## config.mk

```make
export PLATFORM = sky130hd
export DESIGN_NAME = noise_voice_scheduler
export DESIGN_NICKNAME = d
export VERILOG_FILES = /design/src/rtl/noise_voice_scheduler.sv
export SDC_FILE = /design/constraint.sdc
export NUM_CORES = 1
export LEC_CHECK = 0
export CAP_MARGIN = 20
export CORE_UTILIZATION = 65
export CTS_CLUSTER_DIAMETER = 80
export DETAILED_ROUTE_END_ITERATION = 10
export GPL_TIMING_DRIVEN = 0
export PLACE_DENSITY = 0.88
export SLEW_MARGIN = 10
export SYNTH_ARGS = -nofsm -noshare
export SYNTH_HDL_FRONTEND = slang
export SYNTH_SLANG_ARGS = --single-unit
```

## constraint.sdc

```tcl
create_clock -name clk -period 8 [get_ports clk]
set_input_delay 2 -clock clk [delete_from_list [all_inputs] [get_ports clk]]
set_output_delay 2 -clock clk [all_outputs]
set_load 0.01 [all_outputs]
```

## src/rtl/noise_voice_scheduler.sv

```systemverilog
// noise_voice_scheduler: VOICES noise voices sharing one 23-bit LFSR step datapath.
// Accumulator tap crossings queue step requests; a round-robin arbiter serves one per clock.
module noise_voice_scheduler #(
    parameter int VOICES    = 4,
    parameter int ACC_WIDTH = 24,
    parameter int TAP_BIT   = 19
) (
    input  logic                       clk,
    input  logic                       rst,
    input  logic                       sample_tick,
    input  logic                       freq_wr,
    input  logic [$clog2(VOICES)-1:0]  freq_sel,
    input  logic [15:0]                freq_data,
    input  logic [VOICES-1:0]          reseed,
    output logic [VOICES*12-1:0]       dout,
    output logic                       busy,
    output logic [VOICES-1:0]          overrun
);

    localparam int          PW   = $clog2(VOICES);
    localparam logic [22:0] SEED = 23'b01101110010010000101011;

    logic [ACC_WIDTH-1:0] acc     [VOICES];
    logic [ACC_WIDTH-1:0] acc_nxt [VOICES];
    logic [15:0]          freq    [VOICES];
    logic [22:0]          lfsr    [VOICES];
    logic [VOICES-1:0]    pending;
    logic [PW-1:0]        ptr;

    logic [VOICES-1:0]    edge_hit;
    logic [VOICES-1:0]    gnt;
    logic [PW-1:0]        gnt_idx;
    logic                 gnt_vld;
    logic [PW-1:0]        scan;

    // Next accumulator values and 0->1 crossings of the tap bit.
    always_comb begin
        edge_hit = '0;
        for (int v = 0; v < VOICES; v++) begin
            acc_nxt[v]  = acc[v] + ACC_WIDTH'(freq[v]);
            edge_hit[v] = sample_tick & ~acc[v][TAP_BIT] & acc_nxt[v][TAP_BIT];
        end
    end

    // Round-robin pick: first pending voice at or after ptr, wrapping.
    always_comb begin
        gnt_vld = 1'b0;
        gnt_idx = '0;
        scan    = '0;
        for (int i = 0; i < VOICES; i++) begin
            scan = PW'((int'(ptr) + i) % VOICES);
            if (!gnt_vld && pending[scan]) begin
                gnt_vld = 1'b1;
                gnt_idx = scan;
            end
        end
        gnt = gnt_vld ? (VOICES'(1) << gnt_idx) : '0;
    end

    // Accumulators and frequency registers; a write racing a tick lands after it.
    always_ff @(posedge clk) begin
        if (rst) begin
            for (int v = 0; v < VOICES; v++) begin
                acc[v]  <= '0;
                freq[v] <= '0;
            end
        end else begin
            for (int v = 0; v < VOICES; v++) begin
                if (sample_tick)
                    acc[v] <= acc_nxt[v];
                if (freq_wr && int'(freq_sel) == v)
                    freq[v] <= freq_data;
            end
        end
    end

    // Per-voice LFSR state, request and lost-step flags; reseed beats grant and edge.
    always_ff @(posedge clk) begin
        if (rst) begin
            for (int v = 0; v < VOICES; v++)
                lfsr[v] <= SEED;
            pending <= '0;
            overrun <= '0;
        end else begin
            for (int v = 0; v < VOICES; v++) begin
                if (reseed[v]) begin
                    lfsr[v]    <= SEED;
                    pending[v] <= 1'b0;
                    overrun[v] <= 1'b0;
                end else begin
                    if (gnt[v])
                        lfsr[v] <= {lfsr[v][21:0], lfsr[v][22] ^ lfsr[v][17]};
                    if (edge_hit[v]) begin
                        pending[v] <= 1'b1;
                        if (pending[v] && !gnt[v])
                            overrun[v] <= 1'b1;
                    end else if (gnt[v]) begin
                        pending[v] <= 1'b0;
                    end
                end
            end
        end
    end

    // Pointer moves past the served voice; a reseeded grant does not count as served.
    always_ff @(posedge clk) begin
        if (rst)
            ptr <= '0;
        else if (gnt_vld && !reseed[gnt_idx])
            ptr <= (gnt_idx == PW'(VOICES - 1)) ? '0 : gnt_idx + 1'b1;
    end

    // Noise output taps straight from the stored LFSR state.
    always_comb begin
        dout = '0;
        for (int v = 0; v < VOICES; v++)
            dout[12*v +: 12] = {lfsr[v][22], lfsr[v][20], lfsr[v][16], lfsr[v][13],
                                lfsr[v][11], lfsr[v][7],  lfsr[v][4],  lfsr[v][2],
                                4'b0000};
    end

    assign busy = |pending;

endmodule

```

-- Word level (Yosys, flattened, before mapping)
Memories as Yosys holds them, arrays and structs flattened.
Cells that the tools add are included.
- register bits: 10
- bits in latches: 0
- bits in writable memories: 252
- bits in read-only memories: 0
- output and inout bits: 53
- memories: 3
- memories (memory ; depth ; width ; read ports ; clocked after memory_dff ; write ports ; line ; text):
    acc ; 4 ; 24 ; 4 ; 0 ; 4 ; 23 ; logic [ACC_WIDTH-1:0] acc [VOICES];
    lfsr ; 4 ; 23 ; 4 ; 0 ; 4 ; 26 ; logic [22:0] lfsr [VOICES];
    freq ; 4 ; 16 ; 4 ; 0 ; 4 ; 25 ; logic [15:0] freq [VOICES];
- add/sub/neg operators: 8
- multipliers: 0
- divide/modulo/power cells: 0
- $lt $le $gt $ge: 5
- equality and inequality tests: 4
- shift operators: 1
- multiplexer cells: 89
- bitwise operators: 32
- reduce and logical (&&, ||, !) cells: 34
- operators by type and width (operator ; number):
    $mux W23 ; 8
    $add A24 B16 Y24 ; 4
    $mux W24 ; 4
    $mux W16 ; 4
    $mux W1 ; 62
    $or A1 B1 Y1 ; 16
    $lt A2 B3 Y1 const B ; 5
    $logic_and A1 B1 Y1 ; 12
    $bmux W1 S2 ; 5
    $mux W2 ; 5
    $and A1 B1 Y1 ; 8
    $logic_not A1 Y1 ; 8
    $reduce_and A2 Y1 ; 4
    $reduce_bool A2 Y1 ; 4
    $reduce_or A2 Y1 ; 4
    $eq A2 B2 Y1 const B ; 3
    $add A2 B1 Y2 const B ; 2
    $add A2 B2 Y2 const B ; 2
    $mux W4 ; 1
    $not A1 Y1 ; 4
    $reduce_or A4 Y1 ; 1
    $shl A1 B2 Y4 const A ; 1
    $xor A1 B1 Y1 ; 4
    $eq A2 B1 Y1 const B ; 1
    $logic_not A2 Y1 ; 1

-- Depth between registers and ports, before layout
- depth in word-level cells: 19
- mapped depth: 9
- mapped depth without buffers: 9

-- Worst setup path before layout
Ideal clock, no wire load.
- path kind: input to register
- from: input rst
- to: memory acc[0][0] (enable)
- setup time: 404 ps
- arrival: 3604 ps
- required time: 7596 ps
- path slack: 3992 ps
- stages on the path: 3
- path through: clkbuf_1 > clkbuf_1 > or2_2
- RTL lines (item ; line ; text):
    from (decl) ; 9 ; input logic rst,
    to (decl) ; 23 ;

==> reports/metrics.yaml <==
timing:
  finalCritPeriodShare_pct: 55.05
  finClkSkew_ps: 15.28
  tightest_slew_ps: 990.6
  fin_tns_setup_ps: 0
  setup_violations: 0
  finalHoldViolCount: 0
  layout_min_cycle_time_ps: 4404
  fmax_mhz: 227.1
  slew_headroom_pct: 33.80
  rsz0062_at_grt: "false"
  slew_violations: 0
floorplan:
  die_h_um: 142.5
  num_rows: 51
  core_area_um2: 19400
  io_pins: 79
  initial_utilization_pct: 66.14
  dieArea_um2: 20300
  die_x_um: 142.5
route:
  wl_per_cell_um: 17.66
  num_vias: 8383
  first_pass_iters: 5
  routed_via_density: 5.793
  ant_nets: 0
  drc: 0
  routed_wirelength_um: 25550
  drt_iter0_markers: 629
clock_tree:
  clkTransAtPathRegs_ps: 60
  clkSinkCount: 246
  cts_resized: 0
  clk_latency_ps: 530
  cts_made_buffers: 25
  ctsHoldBuffers: 0
  htreeDepth: 1
  clock-root-buffer: "clkbuf_16"
  cts_tree: "built"
  clock_path_buffers: 3
  post-cts-setup-buffers: 0
placement:
  dp.cells: 1401
  gp_congestion: 0.8765
  io_buffers: 62
  dp_hpwl_um: 17240
  place_area_um2: 13890
grt:
  grt_usage_pct: 26.33
  grt_max_degree: 43
  antenna_found_initial: 0
  grt_pass1_wl_um: 41380
  overflow: 0
  grt_pass1_vias: 8359
setup_path:
  cp_num_cells: 5
  r2r-start: "ptr[1]"
  endpoint: "acc[2][10]"
  cpMaxStageDelayCell: "clkdlybuf4s50_1"
  path_delay_family: "buffers and inverters"
  setup.worst_path.start: "rst"
  critPathBufInv: 4
  r2r_cells: 8
  critPathRequiredTime_ps: 8200
  critPathMaxFanout: 42
  critPathMaxStageDelay_ps: 620
  startpoint_type: "primary input"
  cp-end-kind: "flip-flop"
  cpMostUsedCell: "clkbuf_1"
  reg2reg_setup_slack_ps: 5050
  arrival_ps: 4600
  crit_type: "in -> reg"
  reg2reg_to: "lfsr[3][10]"
  path_cells: "clkdlybuf4s50_1 -> clkbuf_1 -> clkbuf_1 -> or2_4 -> buf_12"
final_layout:
  instances_no_fill: 1447
  n_antenna_cell: 0
  n_fill_cell: 1221
  area.growth.synth_to_final_pct: 14.42
  finalInstanceArea_um2: 14680
  nets: 1261
  drive_gt1_share_pct: 9.983
logic_synthesis:
  synth_cells: 1057
  syn_avg_cell_area_um2: 12.14
  synth-edff-count: 236
  syn_area_um2: 12830
  synth_top_area_share_pct: 55.24
  synth.distinct_cells: 76
  ys_seq_area_share_pct: 56.80
  async_flop_share_pct: 0
  ys_warn_count: 0
  ys_ff_latch: 246
  netlist_top_cells_area: "edfxtp_1, ha_1, and2_1"
  ys.flop_type: "edfxtp_1"
  synth_top_area_cell: "edfxtp_1"
power:
  vdd_ir_drop_max_mv: 0.1805
  power.density_nw_per_um2: 218.5
  p_leak_nw: 5.669
status:
  status: "complete, no violations"
worst_hold_path:
  min_path_type: "reg -> reg"
flow_run:
  cap_violations: 0
## registers in the layout, summed over array words and instances, names as in the netlist
register,cells
pending,4
overrun,4
ptr,2
acc,80
freq,64
lfsr,92
## cell usage in the layout (no fill, tap or decap), drive strengths merged, types with 6 or more instances in the layout
cell	Yosys	final
edfxtp	236	236
and2	122	122
nor2	79	79
ha	68	68
clkdlybuf4s50	0	62
clkbuf	24	57
a21oi	54	54
buf	50	52
nand2	50	50
nand2b	49	49
o21ai	33	33
xor2	28	28
xnor2	26	26
a21o	25	25
inv	21	22
nor3	21	21
conb	1	16
o21a	13	13
a211oi	13	13
nand3	12	12
o21bai	11	11
or3	10	10
dfxtp	10	10
a31oi	9	9
o31ai	8	8
clkinv	0	8
nor2b	6	6
a21boi	6	6
## cells in the mapped netlist, types with 8 or more instances
master and count:
edfxtp_1 236, and2_1 122, nor2_1 79, ha_1 68, a21oi_1 52, nand2_1 50, nand2b_1 49, buf_4 48
xor2_1 28, xnor2_1 26, a21o_1 25, clkbuf_1 24, o21ai_0 23, inv_1 21, nor3_1 20, o21a_1 13
nand3_1 12, a211oi_1 11, dfxtp_1 10, o21bai_1 10, or3_1 10, o21ai_1 8, o31ai_1 8
## report_power, final
group / switching (mW) / internal, mW / leakage [nW]
Sequential: 0.0348 / 1.50 / 2.45
Combinational: 0.315 / 0.224 / 2.83
Clock: 0.487 / 0.645 / 0.385
Total: 0.837 / 2.37 / 5.67
## routing by layer
metal,wire length [um],vias to the layer above,global-route usage [%]
li1,-,4017,-
met1,10820,4042,35.62
met2,12390,267,43.42
met3,1575,57,3.668
met4,760,0,10.02
met5,0,-,0
## layout make-up
class	instances	area [um2]	share of cell area, %
plain buffers	74	457.9	3.119
flip-flops and latches	246	7287	49.64
well taps	265	331.6	2.259
repair buffers	64	651.9	4.440
clock buffers	33	695.7	4.739
clock inverters	13	97.59	0.6648
inverters	21	78.83	0.5369
multi-input cells	731	5080	34.60
## worst min-delay path by stage
stage,start,endpoint,slack (ps),cells past startpoint
final,overrun[1],overrun[1],470,1
after global routing,overrun[3],overrun[3],490,2
after CTS,overrun[3],overrun[3],470,2
after detailed placement,overrun[3],overrun[3],450,2
after global placement,overrun[3],overrun[3],440,2
after floorplan,lfsr[0][9],lfsr[0][10],480,1
## worst register-to-register path, delay by kind of cell (launching register included)
family          cells  cell delay (ps)
simple gates        4              790
buf+inv             1              390
mux                 1              230
compound gates      1              490
flops               1              460
fa+ha+maj           1              320
## kinds of logic after synthesis
group / share of synthesized area (%)
adder cells (fa/ha/maj): 7.256
flip-flops: 56.80
multiplexers: 0.3901
XOR/XNOR: 3.686
AO/OA/AOI/OAI: 11.77
AND/OR/NAND/NOR: 15.89
other: 0.02923
buffers and inverters: 4.184
## stage by stage
step	power [mW]	util, %	worst slack, ps	hold slack [ps]
floorplan	1.956	-	3992	477.3
global placement	2.063	71.34	2266	444.5
detailed placement	2.086	71.59	3056	452.8
CTS	3.214	75.68	3610	468.8
global route	3.333	75.68	3514	485.3
finish	3.208	75.68	3596	470.4
Note: power is estimated with default switching activity, not from simulation.
==> RTL edit (config.mk and constraints unchanged) <==
Set the parameter `VOICES` to 2 (it was 4).
--- a/src/rtl/noise_voice_scheduler.sv
+++ b/src/rtl/noise_voice_scheduler.sv
@@ -1,7 +1,7 @@
 // noise_voice_scheduler: VOICES noise voices sharing one 23-bit LFSR step datapath.
 // Accumulator tap crossings queue step requests; a round-robin arbiter serves one per clock.
 module noise_voice_scheduler #(
-    parameter int VOICES    = 4,
+    parameter int VOICES    = 2,
     parameter int ACC_WIDTH = 24,
     parameter int TAP_BIT   = 19
 ) (
Interface: changed (resized dout, freq_sel, overrun and reseed); port bits go from 79 to 50. No check against the original RTL was run, so the function may have changed too.
==> RTL edit against the original RTL <==
  * Synthesized area is 50% lower
  * Worst setup slack better by 0.45 ns
  * Cell area is 49% lower
  * Total power is 43% lower
  * Global-route usage is 2.6 points higher
  * Combinational power is 46% lower
  * Sequential cell count is 123 lower
  * Routed wire length is 47% lower
==> RTL edit: results (changes against the original RTL) <==
- Cell count after placement: 718 (was 1401)
- Vias in the first global route: 4345 (was 8359)
- Non-filler cells, final: 750 (was 1447)
- Root Driver: clkbuf_8 (was clkbuf_16)
- Pre-CTS setup slack: 3.53 ns (was 3.06 ns)
- Mux share of post-synthesis cell area: 0.665% (was 0.390%)
- M1 GR Usage: 36.5% (was 35.6%)
- Met3 Wirelength: 850 um (was 1580 um)
- Worst path depth: 6 (was 5)
- GPL Wtd Cong: 0.858 (was 0.877)
- Clk_lat worst skew: 0.53 ns (about the same)
- Largest net degree at the start of global routing: 41 (was 43)
- Hold Path Depth: 2 (was 1)
- Peak supply drop: 0.265 mV (was 0.180 mV)
- M3 GR Usage: 7.59% (was 3.67%)
- Register area: 0.00364 sq mm (was 0.00729 sq mm)
- Worst Skew: 0.0115 ns (was 0.0153 ns)
- Tot GR Track Use: 28.9% (was 26.3%)
- Num CTS Buffers: 17 (was 25)
- Crit path max fanout: 10 (was 42)
- Post-Synth XOR/XNOR Area: 3.01% (was 3.69%)
- Transition time of the tightest slew-check pin: 1.01 ns (was 0.991 ns)
- Status: finished, final reports clean (unchanged)
- Maximum root-to-sink buffer count: 2 (was 3)
- PortBufs: 41 (was 62)
- Vias per std cell: 5.91 (was 5.79)
- Synth cell types: 55 (was 76)
- Filler cell count: 527 (was 1221)
- Placed Area: 0.00699 sq mm (was 0.0139 sq mm)
- Largest regs: lfsr x46, acc x40, freq x32 (was lfsr x92, acc x80, freq x64)
- CP max-delay cell: buf_1 (was clkdlybuf4s50_1)
- Main area contributors after synthesis: edfxtp_1 (55%), ha_1 (6.3%), and2_1 (4.6%) (was edfxtp_1 (55%), ha_1 (6.6%), and2_1 (5.9%))
- Layout net count: 665 (was 1261)
- Leak Pwr: 0.00296 uW (was 0.00567 uW)
- Mapped Cells: 541 (was 1057)
- Switch Pwr: 460 uW (was 837 uW)
- Adder-cell area share of the yosys netlist: 6.89% (was 7.26%)
- Delay of the slowest critical-path stage: 0.54 ns (was 0.62 ns)
- Met2 wire len: 6730 um (was 12400 um)
- DR WL/cell: 18.1 um (was 17.7 um)
- Met1 wire length: 5660 um (was 10800 um)
- Most frequent cells after synthesis: edfxtp_1 (118), and2_1 (47), nor2_1 (37), a21oi_1 (32), ha_1 (32) (was edfxtp_1 (236), and2_1 (122), nor2_1 (79), ha_1 (68), a21oi_1 (52))
- First-pass GRT wire length: 21600 um (was 41400 um)
- DP HPWL: 8660 um (was 17200 um)
- EDFF count, synth: 118 (was 236)
- Layout cells sized above 1: 10.1% (was 9.98%)
## RTL edit: changes by cell type after synthesis, sizes merged, moves of 10 or more
| cell | change |
|---|---|
| nor2 | -42 |
| ha | -36 |
| edfxtp | -118 |
| clkbuf | -10 |
| xor2 | -21 |
| a21oi | -22 |
| o21ai | -17 |
| buf | -23 |
| and2 | -75 |
| nand2b | -37 |
| xnor2 | -11 |
| nand2 | -23 |
## RTL edit: power by group through the flow
stage / Sequential, uW / Clock, uW / Combinational (uW)
after global placement: 789 / 0 / 265
after global routing: 785 / 775 / 320
final: 781 / 748 / 289
after detailed placement: 791 / 0 / 277
after CTS: 780 / 751 / 285
after floorplan: 782 / 0 / 215
## RTL edit: logic make-up after synthesis
kind of cell / count (synthesis)
simple gates: 195
flops: 123
compound gates: 107
buf+inv: 55
fa+ha+maj: 34
xor+xnor: 22
mux: 4
other cells: 1
## RTL edit: final timing paths
kind               startpoint    endpoint  slack [ns]
setup / recovery  sample_tick  acc[0][10]        4.04
hold reg to reg    overrun[0]  overrun[0]        0.48
hold / removal     overrun[0]  overrun[0]        0.48
setup reg to reg   freq[0][0]  acc[0][18]        5.16
## RTL edit: final cells by class
type                       count  share of cell area (%)
buffer                        41                    3.31
clock buffer                  23                    5.91
clock inverter                 9                    1.62
inverter                      14                   0.695
multi-input combinational    370                    32.7
sequential                   123                    48.2
tap                          129                    2.14
timing repair buffer          41                    5.43
## RTL edit: worst register-to-register path: stages, from the launching register on
cell	delay [ns]
edfxtp_1	0.38
ha_1	0.26
fa_1	0.44
a211oi_1	0.25
o21ai_0	0.24
o2111ai_1	0.40
a21oi_1	0.20
and2_1	0.17
nand4bb_1	0.22
